**src/rtl/vga_frame_reader.sv**
```systemverilog
`default_nettype none
// ============================================================================
// Module   : vga_frame_reader
// Function : Scans sand-cell VRAM, generates VGA timing and drives colour/sync.
// Revision : 1.0 - initial release
// ============================================================================
module vga_frame_reader #(
    parameter int          ACTIVE_COLUMNS = 640,
    parameter int          ACTIVE_ROWS    = 480,
    parameter int          H_FRONT_PORCH  = 16,
    parameter int          H_SYNC_PULSE   = 96,
    parameter int          H_BACK_PORCH   = 48,
    parameter int          V_FRONT_PORCH  = 10,
    parameter int          V_SYNC_PULSE   = 2,
    parameter int          V_BACK_PORCH   = 33,
    parameter int          CLK_DIV        = 4,
    parameter int          ADDR_WIDTH     = $clog2(ACTIVE_COLUMNS*ACTIVE_ROWS),
    parameter int          DATA_WIDTH     = 1,
    parameter logic [11:0] SAND_RGB       = 12'hFC0,
    parameter logic [11:0] BG_RGB         = 12'h000
) (
    input  logic                  clk_i,
    input  logic                  reset_i,
    input  logic [DATA_WIDTH-1:0] vram_rd_data_i,
    output logic [ADDR_WIDTH-1:0] vram_rd_address_o,
    output logic [11:0]           rgb_o,
    output logic                  hsync_o,
    output logic                  vsync_o,
    output logic                  vblank_o,
    output logic                  vblank_start_o
);

    localparam int C_H_TOTAL = ACTIVE_COLUMNS + H_FRONT_PORCH + H_SYNC_PULSE + H_BACK_PORCH;
    localparam int C_V_TOTAL = ACTIVE_ROWS + V_FRONT_PORCH + V_SYNC_PULSE + V_BACK_PORCH;
    localparam int C_HW      = $clog2(C_H_TOTAL);
    localparam int C_VW      = $clog2(C_V_TOTAL);
    localparam int C_DW      = $clog2(CLK_DIV);

    localparam logic [C_DW-1:0] C_DIV_LAST   = C_DW'(CLK_DIV - 1);
    localparam logic [C_HW-1:0] C_H_LAST     = C_HW'(C_H_TOTAL - 1);
    localparam logic [C_HW-1:0] C_H_ACT      = C_HW'(ACTIVE_COLUMNS);
    localparam logic [C_HW-1:0] C_H_ACT_LAST = C_HW'(ACTIVE_COLUMNS - 1);
    localparam logic [C_HW-1:0] C_HS_START   = C_HW'(ACTIVE_COLUMNS + H_FRONT_PORCH);
    localparam logic [C_HW-1:0] C_HS_END     = C_HW'(ACTIVE_COLUMNS + H_FRONT_PORCH + H_SYNC_PULSE);
    localparam logic [C_VW-1:0] C_V_LAST     = C_VW'(C_V_TOTAL - 1);
    localparam logic [C_VW-1:0] C_V_ACT      = C_VW'(ACTIVE_ROWS);
    localparam logic [C_VW-1:0] C_V_ACT_LAST = C_VW'(ACTIVE_ROWS - 1);
    localparam logic [C_VW-1:0] C_VS_START   = C_VW'(ACTIVE_ROWS + V_FRONT_PORCH);
    localparam logic [C_VW-1:0] C_VS_END     = C_VW'(ACTIVE_ROWS + V_FRONT_PORCH + V_SYNC_PULSE);

    logic [C_DW-1:0]       div_q;
    logic [C_HW-1:0]       h_q, h_d;
    logic [C_VW-1:0]       v_q, v_d;
    logic [ADDR_WIDTH-1:0] addr_q, addr_d;
    logic [11:0]           rgb_q, rgb_d;
    logic                  hsync_q, vsync_q, vblank_start_q;
    logic                  w_tick, w_h_wrap, w_active, w_last_pixel, w_vblank_entry;

    always_comb begin
        w_tick         = (div_q == C_DIV_LAST);
        w_h_wrap       = (h_q == C_H_LAST);
        w_active       = (h_q < C_H_ACT) && (v_q < C_V_ACT);
        w_last_pixel   = (h_q == C_H_ACT_LAST) && (v_q == C_V_ACT_LAST);
        w_vblank_entry = w_tick && w_h_wrap && (v_q == C_V_ACT_LAST);

        h_d = w_h_wrap ? '0 : h_q + 1'b1;
        v_d = v_q;
        if (w_h_wrap) begin
            v_d = (v_q == C_V_LAST) ? '0 : v_q + 1'b1;
        end

        // Address tracks v*ACTIVE_COLUMNS+h through the active area and parks in blanking
        addr_d = addr_q;
        if ((h_d == '0) && (v_d == '0)) begin
            addr_d = '0;
        end else if (w_active && !w_last_pixel) begin
            addr_d = addr_q + 1'b1;
        end

        rgb_d = 12'h000;
        if (w_active) begin
            rgb_d = (vram_rd_data_i != '0) ? SAND_RGB : BG_RGB;
        end
    end

    always_ff @(posedge clk_i or posedge reset_i) begin
        if (reset_i) begin
            div_q          <= '0;
            h_q            <= '0;
            v_q            <= '0;
            addr_q         <= '0;
            rgb_q          <= 12'h000;
            hsync_q        <= 1'b1;
            vsync_q        <= 1'b1;
            vblank_start_q <= 1'b0;
        end else begin
            div_q          <= w_tick ? '0 : div_q + 1'b1;
            vblank_start_q <= w_vblank_entry;
            if (w_tick) begin
                h_q     <= h_d;
                v_q     <= v_d;
                addr_q  <= addr_d;
                // Colour and sync come from the pixel just left, so they stay mutually aligned
                rgb_q   <= rgb_d;
                hsync_q <= !((h_q >= C_HS_START) && (h_q < C_HS_END));
                vsync_q <= !((v_q >= C_VS_START) && (v_q < C_VS_END));
            end
        end
    end

    assign vram_rd_address_o = addr_q;
    assign rgb_o             = rgb_q;
    assign hsync_o           = hsync_q;
    assign vsync_o           = vsync_q;
    assign vblank_o          = (v_q >= C_V_ACT);
    assign vblank_start_o    = vblank_start_q;

endmodule
`default_nettype wire

```
**config.mk**
```make
export PLATFORM = sky130hd
export DESIGN_NAME = vga_frame_reader
export DESIGN_NICKNAME = d
export VERILOG_FILES = /design/src/rtl/vga_frame_reader.sv
export SDC_FILE = /design/constraint.sdc
export NUM_CORES = 1
export LEC_CHECK = 0
export BUFFER_PORTS_ARGS = -buffer_cell sky130_fd_sc_hd__buf_2
export CORE_MARGIN = 2
export CORE_UTILIZATION = 40
export CTS_CLUSTER_SIZE = 20
export DETAILED_ROUTE_END_ITERATION = 12
export GPL_ROUTABILITY_DRIVEN = 0
export PLACE_DENSITY = 0.66
export SETUP_SLACK_MARGIN = 0.15
export SYNTH_ARGS = -nofsm -noshare
export SYNTH_HDL_FRONTEND = slang
export SYNTH_SLANG_ARGS = --single-unit
```
**constraint.sdc**
```tcl
create_clock -name clk_i -period 2.9 [get_ports clk_i]
set_input_delay 0.29 -clock clk_i [delete_from_list [all_inputs] [get_ports clk_i]]
set_output_delay 0.29 -clock clk_i [all_outputs]
set_load 0.01 [all_outputs]
```
==> results_dict.tcl <==
set metrics [dict create \
    status "complete, no violations" \
    hold_viol 0 \
    slew_viol_final 0 \
    slew_headroom 0.3690 \
    ys_seq_area_frac 0.3817 \
    antenna_cells 0 \
    antenna_found_initial 0 \
    grt_pass1_vias 2438 \
    rows 31 \
    io_pins 38 \
    synth.distinct_cells 58 \
    cp_data_required_time_ns 3.08 \
    place_ws_ns 0.09491 \
    hpwlAfterDp_um 4505 \
    synth_flop_cell "dfrtp_1" \
    netlist_area_mm2 0.002957 \
    design_area_mm2 0.003298 \
    synthCells 342 \
    arrival_ns 2.83 \
    cellLeakagePower_nw 1.316 \
    overflow 0 \
    fin_worst_skew_ns 0.01440 \
    hold_buffers 0 \
    drt-wirelength-per-cell_um 14.59 \
    vias 2613 \
    end_kind "flip-flop" \
    num-nets-final 370 \
    yosys_warnings 0 \
    area_growth_pct 11.55 \
    grt_pass1_wl_um 11680 \
    htree_levels 2 \
    irDropWorstVdd_mv 0.1800 \
    worst-path-max-fanout 16 \
    fin_setup_tns_ns 0 \
    ys_seq_elements 45 \
    holdWs_ns 0.1967 \
    max_freq_ghz 0.3764 \
    postSynthAreaPerCell_um2 8.645 \
    period_share 0.9161 \
    finish.utilization 0.4572 \
    chipHeight_um 89.98 \
    vias_per_cell 5.693 \
    cts_tree "yes" \
    core_area_mm2 0.007214 \
    start_util 0.4098 \
    fillCellCount 710 \
    firstDrtPassIters 4 \
    die-area_mm2 0.008096 \
    async_reset_ff_frac 1.000 \
    drtAntennaViolNets 0 \
    grt_usage 0.1699 \
    first_iter_violations 105 \
    period_needed_ns 2.657 \
    powerDensity_mw_per_mm2 351.4 \
    wl_um 6698 \
    root_buffer "clkbuf_8" \
    drive_gt1_frac 0.2028 \
    rsz0062_at_grt "no" \
    hold_path_class "in2async" \
    die_x_um 89.98 \
    clk_latency_ns 0.30 \
    startpoint_type "flip-flop" \
    grt_max_degree 46 \
    place_area_mm2 0.003094 \
    setup_slack_ns 0.2433 \
    setup_violations 0 \
    port-buffer-count 31 \
    cts.sinks 45 \
    clock_path_buffers 2 \
    worst_pin_slew_ns 0.9451 \
    synth_edf_count 0 \
    max_cap_viol_count 0 \
    post-route-drc-count 0 \
    cts_buffers 5 \
    worstSetupPathType "reg2reg" \
    cts.clk_slew.worst_paths_ns 0.10 \
]
path summary, 6_finish.rpt:
kind / from / endpoint / slack [ns] / cells after the start
hold / removal: reset_i / vram_rd_address_o[14] / 0.20 / 2
hold reg to reg: div_q[0] / div_q[0] / 0.43 / 1
setup / recovery: v_q[0] / vram_rd_address_o[9] / 0.24 / 10
setup reg to reg: v_q[0] / vram_rd_address_o[9] / 0.24 / 10
min in group clk_i: vram_rd_data_i / rgb_o[10] / 0.25 / 3
max in group asynchronous: reset_i / v_q[1] / 2.06 / 2
timing repair:
item                                    4_1_cts  5_1_grt
pin swaps                                     3        2
setup buffers                                 2        1
resized for setup                             1       13
gates cloned                                  2        0
endpoints found under the setup margin       13       16
layout make-up:
cell class | count | area [um^2] | area share
Clock buffer | 6 | 82.58 | 0.02504
Tap cell | 99 | 123.9 | 0.03756
Multi-Input combinational cell | 256 | 1649 | 0.5000
Timing Repair Buffer | 40 | 230.2 | 0.06980
Inverter | 11 | 41.29 | 0.01252
Sequential cell | 45 | 1134 | 0.3437
Clock inverter | 2 | 37.54 | 0.01138
logic make-up (layout without fill, tap and decap cells):
logic type / count (synthesis) / in the layout / synth area share
compound gates: 86 / 86 / 0.1904
xor+xnor: 11 / 11 / 0.03258
fa+ha+maj: 8 / 8 / 0.03386
buf+inv: 48 / 59 / 0.08337
flops: 45 / 45 / 0.3817
mux: 4 / 4 / 0.01397
other cells: 1 / 6 / 0.001268
simple gates: 139 / 141 / 0.2628
registers in the layout, indices dropped and copies added (netlist names):
register	cells
div_q	2
h_q	10
hsync_o	1
rgb_o	1
v_q	10
vblank_start_o	1
vram_rd_address_o	19
vsync_o	1
worst max-delay path, cell delays in order (launching register included):
cell	delay, ns
dfrtp_2	0.47
inv_1	0.12
ha_1	0.15
nor4bb_2	0.31
nand3_1	0.21
a21boi_2	0.18
o21ai_1	0.09
or4_1	0.55
buf_6	0.19
a31oi_1	0.17
o31ai_1	0.09
synthesized netlist by cell type (all sizes together), types with 3 or more instances:
library cell / number / area, um^2
o22ai: 3 / 18.77
dfrtp: 43 / 1076
nor2b: 6 / 37.54
a21oi: 9 / 45.04
nand3: 19 / 95.09
ha: 8 / 100.1
nor3: 8 / 51.30
a31oi: 7 / 43.79
mux2i: 3 / 30.03
nand4: 15 / 93.84
a21boi: 4 / 30.03
and2: 3 / 18.77
nor2: 18 / 75.07
nand2b: 3 / 18.77
o21ai: 30 / 150.1
o41ai: 3 / 26.28
inv: 11 / 41.29
buf: 23 / 152.7
xnor2: 11 / 96.34
or3: 3 / 18.77
nand3b: 4 / 30.03
nand2: 31 / 116.4
o32ai: 3 / 26.28
o211ai: 5 / 37.54
and4: 8 / 70.07
o31ai: 9 / 67.56
and3: 10 / 62.56
clkbuf: 14 / 52.55
per-layer routing:
metal  track usage  part of all wire  wire length, um  vias up
met2        0.2626              0.45             3029       54
li1              -                 -                -     1279
met5             0                 0                0        -
met1        0.2460              0.50             3368     1275
met3       0.03018             0.038              252        5
met4       0.04744            0.0072               48        0
placed cells by master (no fill, tap or decap), types with 9 or more instances in the layout:
cell	Yosys	routed
dfrtp_1	43	39
buf_2	8	31
nand2_1	31	30
o21ai_0	28	28
nand3_1	19	17
nor2_1	17	17
nand4_1	15	15
xnor2_1	11	11
and3_1	10	10
inv_1	11	10
a21oi_1	9	9
o31ai_1	9	9
stage by stage:
| step | power [W] | cells |
|---|---|---|
| 3_5_place_dp | 0.0006661 | 446 |
| 6_report | 0.001159 | 459 |
| 3_3_place_gp | 0.0006659 | 446 |
| 2_1_floorplan | 0.0006674 | 347 |
| 5_1_grt | 0.001200 | 459 |
| 4_1_cts | 0.001175 | 458 |
where the power goes:
group / internal [W] / switching, W
Combinational: 0.00000405 / 0.0000196
Clock: 0.000281 / 0.000226
Sequential: 0.000628 / 0.000000956
Power figures use the tool's default switching activity.
